File: config.mk
export PLATFORM = sky130hd
export DESIGN_NAME = dbg_prog_loader
export DESIGN_NICKNAME = d
export VERILOG_FILES = /design/src/rtl/dbg_loader_pkg.sv /design/src/rtl/dbg_byte_shifter.sv /design/src/rtl/dbg_prog_loader.sv
export SDC_FILE = /design/constraint.sdc
export NUM_CORES = 1
export LEC_CHECK = 0
export CAP_MARGIN = 20
export CORE_AREA = 2 2 183 185
export DETAILED_ROUTE_END_ITERATION = 7
export DIE_AREA = 0 0 185 187
export GPL_TIMING_DRIVEN = 0
export SETUP_SLACK_MARGIN = 0.4
export SYNTH_ARGS = -nofsm -noshare
export SYNTH_HDL_FRONTEND = slang
export SYNTH_HIERARCHICAL = 1
export SYNTH_SLANG_ARGS = --single-unit
File: constraint.sdc
create_clock -name clk -period 4.8 [get_ports clk]
set_clock_uncertainty 0.2 [all_clocks]
set_input_delay 0.72 -clock clk [delete_from_list [all_inputs] [get_ports clk]]
set_output_delay 0.72 -clock clk [all_outputs]
set_load 0.02 [all_outputs]
File: src/rtl/dbg_loader_pkg.sv
// Shared definitions for the debug program loader: opcodes, FSM states and
// the layout of the STATUS response byte.
package dbg_loader_pkg;

  localparam logic [7:0] OP_SETADR = 8'h01;
  localparam logic [7:0] OP_WRITE  = 8'h02;
  localparam logic [7:0] OP_READ   = 8'h03;
  localparam logic [7:0] OP_RUN    = 8'h04;
  localparam logic [7:0] OP_HALT   = 8'h05;
  localparam logic [7:0] OP_STATUS = 8'h06;

  typedef enum logic [2:0] {
    ST_IDLE,
    ST_ARG,
    ST_EXEC,
    ST_MEM,
    ST_TX
  } state_e;

  localparam int STAT_RUN_BIT = 0;
  localparam int STAT_ERR_BIT = 1;

  function automatic logic [7:0] status_byte(input logic err, input logic run);
    logic [7:0] s;
    s = 8'h00;
    s[STAT_ERR_BIT] = err;
    s[STAT_RUN_BIT] = run;
    return s;
  endfunction

endpackage

File: src/rtl/dbg_byte_shifter.sv
// Little-endian byte assembler/disassembler: push inserts a byte at the
// current count, load takes a parallel word, shift emits bytes LSB first.
module dbg_byte_shifter #(
  parameter int NBYTES = 4,
  parameter int CW     = $clog2(NBYTES + 1)
) (
  input  logic                  clk,
  input  logic                  reset,
  input  logic                  load,
  input  logic [NBYTES*8-1:0]   load_data,
  input  logic                  push,
  input  logic [7:0]            push_byte,
  input  logic                  shift,
  input  logic [CW-1:0]         last_idx,
  output logic [NBYTES*8-1:0]   word_ins,
  output logic [7:0]            out_byte,
  output logic                  done
);

  logic [NBYTES*8-1:0] word_q, word_d;
  logic [CW-1:0]       cnt_q, cnt_d;

  // word_ins lets the owner see the complete word in the same cycle the last byte arrives
  always_comb begin
    word_ins = word_q;
    for (int i = 0; i < NBYTES; i++) begin
      if (cnt_q == CW'(i)) word_ins[i*8 +: 8] = push_byte;
    end
  end

  always_comb begin
    word_d = word_q;
    cnt_d  = cnt_q;
    if (load) begin
      word_d = load_data;
      cnt_d  = '0;
    end else if (push) begin
      word_d = word_ins;
      cnt_d  = cnt_q + CW'(1);
    end else if (shift) begin
      word_d = word_q >> 8;
      cnt_d  = cnt_q + CW'(1);
    end
  end

  always_ff @(posedge clk or posedge reset) begin
    if (reset) begin
      word_q <= '0;
      cnt_q  <= '0;
    end else begin
      word_q <= word_d;
      cnt_q  <= cnt_d;
    end
  end

  assign out_byte = word_q[7:0];
  assign done     = (cnt_q == last_idx);

endmodule

File: src/rtl/dbg_prog_loader.sv
// Byte-command program loader: owns the debug memory port and the CPU reset
// hold, driven by a valid/ready command stream with a byte response stream.
module dbg_prog_loader import dbg_loader_pkg::*; #(
  parameter int ADDR_W      = 32,
  parameter int DATA_W      = 32,
  parameter int BOOT_HALT   = 1,
  parameter int ACK_TIMEOUT = 255,
  parameter int WE_W        = DATA_W / 8
) (
  input  logic              clk,
  input  logic              reset,
  input  logic              in_valid,
  input  logic [7:0]        in_data,
  output logic              in_ready,
  output logic              out_valid,
  output logic [7:0]        out_data,
  input  logic              out_ready,
  output logic              cpu_n_reset,
  output logic              dbg_mem_op,
  output logic [WE_W-1:0]   dbg_wren,
  output logic [ADDR_W-1:0] dbg_adr,
  output logic [DATA_W-1:0] dbg_do,
  input  logic [DATA_W-1:0] dbg_di,
  input  logic              dbg_ack,
  output logic              err
);

  localparam int AB       = ADDR_W / 8;
  localparam int SH_BYTES = (AB > WE_W) ? AB : WE_W;
  localparam int SH_W     = SH_BYTES * 8;
  localparam int CW       = $clog2(SH_BYTES + 1);
  localparam logic [15:0] TMO_LAST = 16'(ACK_TIMEOUT - 1);

  state_e              state_q, state_d;
  logic [7:0]          op_q, op_d;
  logic [ADDR_W-1:0]   addr_q, addr_d;
  logic                run_q, run_d;
  logic                err_q, err_d;
  logic                mem_op_q, mem_op_d;
  logic [WE_W-1:0]     wren_q, wren_d;
  logic [ADDR_W-1:0]   adr_q, adr_d;
  logic [DATA_W-1:0]   do_q, do_d;
  logic [15:0]         tmo_q, tmo_d;
  logic [CW-1:0]       last_q, last_d;

  logic                sh_load, sh_push, sh_shift, sh_done;
  logic [SH_W-1:0]     sh_load_data, sh_ins;
  logic [7:0]          sh_byte;

  dbg_byte_shifter #(.NBYTES(SH_BYTES), .CW(CW)) u_shifter (
    .clk       (clk),
    .reset     (reset),
    .load      (sh_load),
    .load_data (sh_load_data),
    .push      (sh_push),
    .push_byte (in_data),
    .shift     (sh_shift),
    .last_idx  (last_q),
    .word_ins  (sh_ins),
    .out_byte  (sh_byte),
    .done      (sh_done)
  );

  always_comb begin
    state_d      = state_q;
    op_d         = op_q;
    addr_d       = addr_q;
    run_d        = run_q;
    err_d        = err_q;
    mem_op_d     = mem_op_q;
    wren_d       = wren_q;
    adr_d        = adr_q;
    do_d         = do_q;
    tmo_d        = '0;
    last_d       = last_q;
    sh_load      = 1'b0;
    sh_load_data = '0;
    sh_push      = 1'b0;
    sh_shift     = 1'b0;
    in_ready     = (state_q == ST_IDLE) || (state_q == ST_ARG);

    case (state_q)
      ST_IDLE: begin
        if (in_valid) begin
          op_d = in_data;
          case (in_data)
            OP_SETADR: begin
              sh_load = 1'b1;
              last_d  = CW'(AB - 1);
              state_d = ST_ARG;
            end
            OP_WRITE: begin
              sh_load = 1'b1;
              last_d  = CW'(WE_W - 1);
              state_d = ST_ARG;
            end
            OP_READ: begin
              if (run_q) begin
                err_d = 1'b1;
              end else begin
                mem_op_d = 1'b1;
                wren_d   = '0;
                adr_d    = addr_q;
                do_d     = '0;
                state_d  = ST_MEM;
              end
            end
            OP_RUN:  run_d = 1'b1;
            OP_HALT: begin
              run_d = 1'b0;
              err_d = 1'b0;
            end
            OP_STATUS: begin
              sh_load      = 1'b1;
              sh_load_data = SH_W'(status_byte(err_q, run_q));
              last_d       = '0;
              state_d      = ST_TX;
            end
            default: err_d = 1'b1;
          endcase
        end
      end

      ST_ARG: begin
        if (in_valid) begin
          sh_push = 1'b1;
          if (sh_done) begin
            state_d = ST_EXEC;
            if (op_q == OP_SETADR) begin
              addr_d = sh_ins[ADDR_W-1:0];
            end else if (run_q) begin
              err_d = 1'b1;
            end else begin
              mem_op_d = 1'b1;
              wren_d   = '1;
              adr_d    = addr_q;
              do_d     = sh_ins[DATA_W-1:0];
              state_d  = ST_MEM;
            end
          end
        end
      end

      ST_EXEC: state_d = ST_IDLE;

      // An aborted op still completes a READ so the host always gets WE_W bytes
      ST_MEM: begin
        if (dbg_ack || (tmo_q == TMO_LAST)) begin
          mem_op_d = 1'b0;
          wren_d   = '0;
          do_d     = '0;
          if (dbg_ack) addr_d = addr_q + ADDR_W'(WE_W);
          else         err_d  = 1'b1;
          if (op_q == OP_READ) begin
            sh_load      = 1'b1;
            sh_load_data = dbg_ack ? SH_W'(dbg_di) : '0;
            last_d       = CW'(WE_W - 1);
            state_d      = ST_TX;
          end else begin
            state_d = ST_IDLE;
          end
        end else begin
          tmo_d = tmo_q + 16'd1;
        end
      end

      ST_TX: begin
        if (out_ready) begin
          if (sh_done) state_d  = ST_IDLE;
          else         sh_shift = 1'b1;
        end
      end

      default: state_d = ST_IDLE;
    endcase
  end

  always_ff @(posedge clk or posedge reset) begin
    if (reset) begin
      state_q  <= ST_IDLE;
      op_q     <= '0;
      addr_q   <= '0;
      run_q    <= (BOOT_HALT == 0);
      err_q    <= 1'b0;
      mem_op_q <= 1'b0;
      wren_q   <= '0;
      adr_q    <= '0;
      do_q     <= '0;
      tmo_q    <= '0;
      last_q   <= '0;
    end else begin
      state_q  <= state_d;
      op_q     <= op_d;
      addr_q   <= addr_d;
      run_q    <= run_d;
      err_q    <= err_d;
      mem_op_q <= mem_op_d;
      wren_q   <= wren_d;
      adr_q    <= adr_d;
      do_q     <= do_d;
      tmo_q    <= tmo_d;
      last_q   <= last_d;
    end
  end

  assign out_valid   = (state_q == ST_TX);
  assign out_data    = out_valid ? sh_byte : 8'h00;
  assign cpu_n_reset = run_q;
  assign dbg_mem_op  = mem_op_q;
  assign dbg_wren    = wren_q;
  assign dbg_adr     = adr_q;
  assign dbg_do      = do_q;
  assign err         = err_q;

endmodule
# Word level (Yosys, flattened, before mapping)

Index checks and enable logic that the tools add are counted.

Register bits: 168
Logic and storage cells: 167
Bits of input ports: 45
Output and inout bits: 81

Add/subtract/negate cells: 3
Mux-type cells: 95
Reduce and logical (&&, ||, !) cells: 22
Equal/unequal tests: 34

Operator list:

| operator                                             | count |
|---|---|
| 2-to-1 mux 32 bit                                    | 25 |
| one-hot mux 32 bit (2 select lines)                  | 3 |
| one-hot mux 32 bit (3 select lines)                  | 1 |
| 2-to-1 mux 3 bit                                     | 14 |
| 2-to-1 mux 8 bit                                     | 5 |
| adder 32 x 3 -> 32 bit, second input constant        | 1 |
| 2-to-1 mux 16 bit                                    | 2 |
| 2-to-1 mux 4 bit                                     | 8 |
| 2-to-1 mux 1 bit                                     | 25 |
| equality test 8 x 2 -> 1 bit, second input constant  | 3 |
| equality test 8 x 3 -> 1 bit, second input constant  | 3 |
| inequality test 2 bit, second input constant         | 11 |
| adder 16 x 1 -> 16 bit, second input constant        | 1 |
| equality test 16 x 8 -> 1 bit, second input constant | 1 |
| equality test 8 x 1 -> 1 bit, second input constant  | 2 |
| AND reduction 8 bit                                  | 2 |
| one-hot mux 3 bit (2 select lines)                   | 2 |
| one-hot mux 3 bit (4 select lines)                   | 1 |
| one-hot mux 4 bit (3 select lines)                   | 1 |
| AND reduction 6 bit                                  | 2 |
| equality test 3 x 2 -> 1 bit, second input constant  | 3 |
| one-hot mux 1 bit (3 select lines)                   | 3 |
| one-hot mux 3 bit (3 select lines)                   | 1 |
| AND reduction 9 bit                                  | 1 |
| 21 further kinds                                     | 33 |

# Depth between registers and ports, before layout

Gate-level depths: netlist of the first run.

Depth after elaboration: 7
Depth in mapped cells: 11
Depth with buffers taken out: 8

# Cells and area by module

The synthesis of the first run kept the hierarchy.

By module, submodules not included:

| module           | instances | sequential area each (µm²) | area an instance (µm²) | cells an instance |
|---|---|---|---|---|
| dbg_prog_loader  | 1         | 3203.1                     | 6790.3                 | 667 |
| dbg_byte_shifter | 1         | 875.8                      | 2924.1                 | 315 |

# Worst setup path before layout of the first run

No wires, ideal clock.

Kind: in2reg
Start point: input in_data[7]
End point: register u_shifter.word_q[11]
Cell stages on the path: 8
Arrival: 2.648 ns
Path buffers: 2
Slack: 1.870 ns
Required time: 4.518 ns
Setup time: 0.082 ns
Cell sequence: or4_1 -> nor2_2 -> nand3_1 -> o22ai_1 -> buf_2 -> dlygate4sd1_1 -> nand2_1 -> a31oi_1

Word-level cells in the longest chain between the ends: 6
Elaborated cells between the ends (all ways): 9
Those cells by class: eq/ne: 3; mux: 4; reduce/logical: 2

Ends and longest elaborated chain:

| item                                                                            | RTL line               | RTL |
|---|---|---|
| start, declared                                                                 | dbg_prog_loader.sv:13  | `input logic [7:0] in_data,` |
| equality test 8 x 3 -> 1 bit, or another cell as far along                      | dbg_prog_loader.sv:86  | `case (in_data)` |
| OR reduction 3 bit (no source line) (*)                                         | n/a                    |  |
| 2-to-1 mux 1 bit (*)                                                            | dbg_prog_loader.sv:86  |  |
| 2-to-1 mux 1 bit (*)                                                            | dbg_prog_loader.sv:84  | `if (in_valid) begin` |
| one-hot mux 1 bit (2 select lines) (*)                                          | dbg_prog_loader.sv:82  | `case (state_q)` |
| net sh_load                                                                     | dbg_prog_loader.sv:46  | `logic sh_load, sh_push, sh_shift, sh_done;` |
| nonzero test 3 bit (no source line) / 2-to-1 mux 32 bit (equally long branches) | n/a                    |  |
| end signal, assigned                                                            | dbg_byte_shifter.sv:51 | `word_q <= word_d;` |
| end, declared                                                                   | dbg_byte_shifter.sv:20 | `logic [NBYTES*8-1:0] word_q, word_d;` |

Mark *: on every way through the listed nets, which the timed path passes. The rest lies on a longest branch.
A chain may end at the register's enable or synchronous reset.

# Final worst setup path of the first run

Start point: input in_data[7]
End point: register u_shifter.word_q[0]

Same word-level chain as after synthesis.

==> results_dict.tcl, run 1 <==
set metrics [dict create \
    kind_of_end_point_of_the_critical_path "register" \
    yosys.area_share.adder_pct 1.030 \
    fp.dieArea_sq_mm 0.03460 \
    cts_clock_pin_slew_for_the_worst_setup_and_hold_paths_ns 0.07 \
    power_switching_share_pct 40.23 \
    synthXorXnorAreaFrac_pct 1.713 \
    floorplan.rows 67 \
    share_seq_of_total_power_pct 35.3 \
    chipWidth_um 185 \
    final-max-slew-violation-count 0 \
    worst_hold_path_type "reg2reg" \
    slew_headroom_pct 32.42 \
    netlist_instances 982 \
    vias_per_cell 5.212 \
    cts-buffers-inserted 17 \
    most_common_cell_in_the_netlist "sky130_fd_sc_hd__dfrtp_1" \
    total_power_uw 6917 \
    placedInstanceArea_sq_mm 0.01156 \
    outcome "finished clean" \
    p_leak_uw 0.005196 \
    power.clock.fraction_pct 19.9 \
    largest_family_of_logic_cells_by_synthesized_area "simple AND/OR/NAND/NOR gates" \
    max_slew.worst_pin.slew_ns 1.006 \
    synth_top_cells_by_area "sky130_fd_sc_hd__dfrtp_1, sky130_fd_sc_hd__mux2_2, sky130_fd_sc_hd__mux2_4, sky130_fd_sc_hd__nand2_1, sky130_fd_sc_hd__mux2i_1" \
    maxCapViolations 0 \
    grt_setup_unrepaired "false" \
    required_ns 4.95 \
    post_cts_buffers 0 \
    critical_path_fanout_max 10 \
    coreArea_sq_mm 0.03286 \
    synth.yosys.seq_area_share_pct 41.99 \
    start_util_pct 29.56 \
    ctsResizeCount 0 \
    io_buffers 125 \
    clock.fmax_mhz 246.8 \
    synth_edf_count 0 \
    clockBufferDepth 2 \
    finalWorstPathRequiredPeriod_ns 4.052 \
    final_count_of_negative_setup_slack_endpoints 0 \
    clock_tree.htree_level_count 4 \
    syn2layout_area_growth_pct 24.92 \
    path_class "in2reg" \
    postSynthAreaPerCell_sq_um 9.892 \
    insertedDiodeCount 0 \
    drt_wl_total_um 30820 \
    power.internal_uw 4134 \
    place_congestion 0.9040 \
    number_of_antenna_violations_at_the_first_check_in_global_routing 0 \
    synthSimpleGateAreaFrac_pct 18.92 \
    power_density_mw_per_mm2 570.0 \
    detailedRoute.firstIterationViolations 875 \
    number_of_drc_violations_after_detailed_routing 0 \
    finish.cell_count_without_fillers 1587 \
    cts.root.buffer_cell "sky130_fd_sc_hd__clkbuf_16" \
    synth_cell_type_count 74 \
    num-nets-final 1180 \
    placed_cells 1556 \
    grt_pass1_vias 7974 \
    grt.overflow.total 0 \
    synth.cells.most_frequent "sky130_fd_sc_hd__dfrtp_1, sky130_fd_sc_hd__nand2_1, sky130_fd_sc_hd__nor2_1, sky130_fd_sc_hd__inv_1, sky130_fd_sc_hd__mux2_2" \
    syn-cell-area_sq_mm 0.009714 \
    ys_seq_elements 163 \
    switching_power_uw 2783 \
    route.detailed.wl_per_inst_um 19.42 \
    tritoncts_num_sinks 163 \
    vias 8271 \
    muxShareOfSynthArea_pct 13.54 \
    cts_hold_buffers 0 \
    dpl.hpwl_um 22750 \
    grt.total_usage_pct 17.94 \
    comb_power_share_pct 44.7 \
    timing.critical_path.from_type "input port" \
    fillCellCount 3319 \
    synth_nets 1035 \
    synth-compound-area-share_pct 15.17 \
    die_h_um 187 \
    layout.cell_area.non_filler_sq_mm 0.01214 \
    ios 126 \
    worstPathArrival_ns 4.20 \
    yosysTopAreaCell "sky130_fd_sc_hd__dfrtp_1" \
    period_share_pct 84.41 \
    yosys_most_used_dff "sky130_fd_sc_hd__dfrtp_1" \
    tritoncts_clock_tree "built" \
    synth-async-reset-ratio_pct 100.0 \
    layout-drive-gt1-share_pct 15.80 \
    insertion_delay_ns 0.44 \
    yosys_warnings 6 \
    max-vdd-ir-drop_uv 289.8 \
    first_pass_iters 5 \
    antenna_left 0 \
    yosysTopAreaCellShare_pct 41.99 \
    global_route_wire_length_before_repair_um 47550 \
    grt_max_degree 76 \
    finalHoldViolCount 0 \
]
layout make-up:
cell class / count / area, sq um / area share [%]
tap: 448 / 560.5 / 4.619
sequential: 163 / 4079 / 33.61
clock buffer: 19 / 452.9 / 3.732
inverter: 53 / 203.9 / 1.681
multi-input combinational: 678 / 4897 / 40.35
buffer: 88 / 539.3 / 4.444
clock inverter: 12 / 123.9 / 1.021
timing repair buffer: 126 / 1279 / 10.54
logic make-up (layout without fill, tap and decap cells):
kind of cell,after synthesis,in the layout
simple gates,329,329
compound gates,210,210
flops,163,163
buf+inv,141,298
mux,111,111
xor+xnor,19,19
fa+ha+maj,8,8
other cells,1,1
layout by cell type (no fill, tap or decap), types with 11 or more instances in the layout:
| cell | instances |
|---|---|
| sky130_fd_sc_hd__nor3b_1 | 13 |
| sky130_fd_sc_hd__o311ai_0 | 16 |
| sky130_fd_sc_hd__a31oi_1 | 29 |
| sky130_fd_sc_hd__clkbuf_1 | 42 |
| sky130_fd_sc_hd__buf_4 | 16 |
| sky130_fd_sc_hd__clkdlybuf4s50_1 | 125 |
| sky130_fd_sc_hd__mux2_2 | 47 |
| sky130_fd_sc_hd__nand4bb_1 | 16 |
| sky130_fd_sc_hd__mux2_4 | 29 |
| sky130_fd_sc_hd__nor2_1 | 59 |
| sky130_fd_sc_hd__dfrtp_1 | 163 |
| sky130_fd_sc_hd__buf_2 | 12 |
| sky130_fd_sc_hd__nand3_1 | 23 |
| sky130_fd_sc_hd__and3_1 | 40 |
| sky130_fd_sc_hd__o21ai_0 | 34 |
| sky130_fd_sc_hd__o21ba_2 | 17 |
| sky130_fd_sc_hd__o22ai_1 | 11 |
| sky130_fd_sc_hd__inv_1 | 51 |
| sky130_fd_sc_hd__mux2i_1 | 35 |
| sky130_fd_sc_hd__and2_1 | 12 |
| sky130_fd_sc_hd__clkbuf_16 | 17 |
| sky130_fd_sc_hd__nand4_1 | 11 |
| sky130_fd_sc_hd__nand2_1 | 98 |
| sky130_fd_sc_hd__a21oi_1 | 45 |
| sky130_fd_sc_hd__nor3_1 | 11 |
path summary, 6_finish.rpt:
| path | slack (ns) | depth (start not counted) | from | endpoint |
|---|---|---|---|---|
| min in group asynchronous | 0.56 | 2 | reset | dbg_do[10] |
| setup / recovery | 0.75 | 9 | in_data[7] | u_shifter/word_q[0] |
| hold reg to reg | 0.27 | 1 | tmo_q[0] | tmo_q[0] |
| hold / removal | 0.27 | 1 | tmo_q[0] | tmo_q[0] |
| setup reg to reg | 0.99 | 8 | op_q[7] | u_shifter/word_q[0] |
| max in group asynchronous | 3.07 | 3 | reset | dbg_do[27] |
stage by stage:
step	hold WS, ns	util (%)	setup TNS, ns	setup WS, ns
finish	0.2724	36.93	0	0.7482
global placement	0.2641	35.07	-203.13	-1.600
floorplan	0.2462	-	0	0.4674
global route	0.3187	36.93	0	0.5876
CTS	0.2796	36.93	0	0.8638
detailed placement	0.2701	35.17	0	0.4089
critical path, stage by stage:
cell	delay, ns
sky130_fd_sc_hd__clkdlybuf4s50_1	0.71
sky130_fd_sc_hd__or4_1	0.68
sky130_fd_sc_hd__nor2_2	0.25
sky130_fd_sc_hd__nand3_1	0.18
sky130_fd_sc_hd__o22ai_1	0.54
sky130_fd_sc_hd__clkbuf_1	0.37
sky130_fd_sc_hd__clkbuf_1	0.37
sky130_fd_sc_hd__nand2_1	0.18
sky130_fd_sc_hd__a31oi_1	0.20
power by group through the flow:
stage | logic, uW | registers (uW) | clock network (uW)
6_report | 3090 | 2440 | 1380
5_1_grt | 3340 | 2520 | 1460
4_1_cts | 3090 | 2440 | 1390
3_5_place_dp | 3070 | 2460 | 0
3_3_place_gp | 3040 | 2450 | 0
2_1_floorplan | 1750 | 2540 | 0
layer usage:
metal | vias to the layer above | GRT usage [%] | part of all wire (%)
met5 | - | 0 | 0
met4 | 0 | 5.159 | 2.1
met3 | 45 | 3.310 | 6.5
met2 | 369 | 27.61 | 45
met1 | 4032 | 25.62 | 46
li1 | 3825 | - | -
state kept, by name (all words and copies together), names as in the netlist, 3 cells and up:
name              count
addr_q               32
dbg_adr              32
dbg_do               32
u_shifter/word_q     32
tmo_q                16
op_q                  8
state_q               3
u_shifter/cnt_q       3
Note: power is estimated with default switching activity, not from simulation.
==> run 2, diff against run 1 <==
==> constraint.sdc (replaced) <==
create_clock -name clk -period 4.2 [get_ports clk]
set_clock_uncertainty 0.2 [all_clocks]
set_input_delay 0.63 -clock clk [delete_from_list [all_inputs] [get_ports clk]]
set_output_delay 0.63 -clock clk [all_outputs]
set_load 0.02 [all_outputs]
==> run 2 against run 1 <==
  * Die area unchanged
  * Design area increased by 0.46%
  * Total power up 14%
  * Final cell count up 0.19%
  * Worst setup slack got worse by 0.21 ns
  * Sequential share of layout area is 0.16 points lower
  * Clock-buffer cell count fell by 2
  * Sequential cell count did not move
  * Non-clock buffer count is 2 higher
  * Combinational power up 15%
==> results_dict.tcl, run 2 (synthesis results as in run 1) <==
set metrics [dict create \
    r2r-start "u_shifter/cnt_q[2]" \
    hp-start "tmo_q[0]" \
    grt.overflow.total 0 \
    die_h_um 187 \
    regToRegSetupSlack_ns 0.79 \
    clock_tree.htree_level_count 4 \
    cts_hold_buffers 0 \
    kind_of_end_point_of_the_critical_path "register" \
    number_of_drc_violations_after_detailed_routing 0 \
    outcome "finished clean" \
    max_slew.worst_pin.slew_ns 0.8015 \
    number_of_antenna_violations_at_the_first_check_in_global_routing 0 \
    global_route_wire_length_before_repair_um 47780 \
    tritoncts_num_sinks 163 \
    io_buffers 125 \
    power_density_mw_per_mm2 649.3 \
    chipWidth_um 185 \
    total_power_uw 7916 \
    detailedRoute.firstIterationViolations 785 \
    cts_clock_pin_slew_for_the_worst_setup_and_hold_paths_ns 0.08 \
    final_core_utilization_pct 37.10 \
    regToRegEndpoint "addr_q[5]" \
    layout_commonest_cell "sky130_fd_sc_hd__dfrtp_1" \
    hold-path-endpoint "tmo_q[0]" \
    grt_setup_unrepaired "false" \
    drt_wl_total_um 30830 \
    clock.fmax_mhz 273.2 \
    cts-buffers-inserted 17 \
    grt_pass1_vias 8172 \
    worstPathArrival_ns 3.82 \
    critical_path_fanout_max 10 \
    num-nets-final 1182 \
    slew_headroom_pct 46.49 \
    finalHoldViolCount 0 \
    period_share_pct 87.15 \
    vias_per_cell 5.189 \
    worst_hold_path_type "reg2reg" \
    antenna_left 0 \
    first_pass_iters 5 \
    dpl.hpwl_um 22950 \
    ios 126 \
    final-max-slew-violation-count 0 \
    max-vdd-ir-drop_uv 379.5 \
    timing.critical_path.from_type "input port" \
    worst_hold_slack_ns 0.2725 \
    start_util_pct 29.56 \
    path_class "in2reg" \
    insertedDiodeCount 0 \
    layout-drive-gt1-share_pct 16.29 \
    finalWorstPathRequiredPeriod_ns 3.660 \
    tritoncts_clock_tree "built" \
    clockBufferDepth 2 \
    grt_max_degree 43 \
    timing.reg2reg.worst_path_depth 9 \
    route.detailed.wl_per_inst_um 19.39 \
    vias 8250 \
    final_count_of_negative_setup_slack_endpoints 0 \
    p_leak_uw 0.005242 \
    insertion_delay_ns 0.45 \
    hold_path_depth 1 \
    fp.dieArea_sq_mm 0.03460 \
    coreArea_sq_mm 0.03286 \
    tns_ns 0 \
    cts.root.buffer_cell "sky130_fd_sc_hd__clkbuf_16" \
    maxCapViolations 0 \
    place_congestion 0.9226 \
    layout.cells.most_common_list "sky130_fd_sc_hd__dfrtp_1, sky130_fd_sc_hd__clkdlybuf4s50_1, sky130_fd_sc_hd__nand2_1, sky130_fd_sc_hd__nor2_1, sky130_fd_sc_hd__inv_1" \
    floorplan.rows 67 \
    syn2layout_area_growth_pct 25.50 \
    required_ns 4.36 \
    grt.total_usage_pct 18.00 \
]
[run 2: where the power goes]
group,internal [uW],switching (uW),total (uW)
combinational,1700,1840,3540
clock,799,778,1580
sequential,2170,632,2800
[run 2: final cells by class]
cell class	count	area (sq um)
buffer	88	540.5
clock inverter	15	158.9
tap	448	560.5
timing repair buffer	128	1316
multi-input combinational	678	4908
sequential	163	4079
clock buffer	17	425.4
inverter	53	202.7
fill	3343	20670
[run 2: critical path, stage by stage]
cell and delay (ns):
sky130_fd_sc_hd__clkdlybuf4s50_1 0.70, sky130_fd_sc_hd__or4_1 0.63, sky130_fd_sc_hd__nor2_2 0.26, sky130_fd_sc_hd__nand3_1 0.20
sky130_fd_sc_hd__o22ai_2 0.34, sky130_fd_sc_hd__buf_2 0.31, sky130_fd_sc_hd__dlygate4sd1_1 0.41, sky130_fd_sc_hd__nand2_1 0.17
sky130_fd_sc_hd__a31oi_1 0.18
[run 2: metal layers]
metal	vias up	global-route usage [%]	part of all wire [%]
li1	3840	-	-
met1	4066	25.17	46
met2	292	28.05	46
met3	52	3.758	6.0
met4	0	5.098	2.1
met5	-	0	0
[run 2: through the flow]
step | instance area (sq um) | std cells | worst slack, ns
after CTS | 12180 | 1590 | 0.5047
after global routing | 12190 | 1590 | 0.4212
after global placement | 11530 | 1555 | -0.1023
final | 12190 | 1590 | 0.5395
after detailed placement | 11590 | 1558 | -0.08551
after floorplan | 9718 | 982 | 1.360
[run 2: what timing repair did]
| action | 4_1_cts | 5_1_grt |
|---|---|---|
| endpoints found under the setup margin | 1 | 4 |
| hold endpoints to repair | 0 | 0 |
| pin swaps | 0 | 0 |
| buffers inserted | 0 | 0 |
| resized for setup | 1 | 5 |
[run 2: worst max-delay path by stage]
stage | startpoint | to | slack [ns] | cells past startpoint
4_1_cts | op_q[7] | u_shifter/word_q[0] | 0.50 | 8
2_1_floorplan | in_data[7] | u_shifter/word_q[11] | 1.36 | 8
6_report | in_data[5] | u_shifter/word_q[20] | 0.54 | 9
5_1_grt | in_data[5] | u_shifter/word_q[17] | 0.42 | 9
3_3_place_gp | in_data[7] | u_shifter/word_q[0] | -0.10 | 9
3_5_place_dp | in_data[7] | u_shifter/word_q[0] | -0.09 | 9
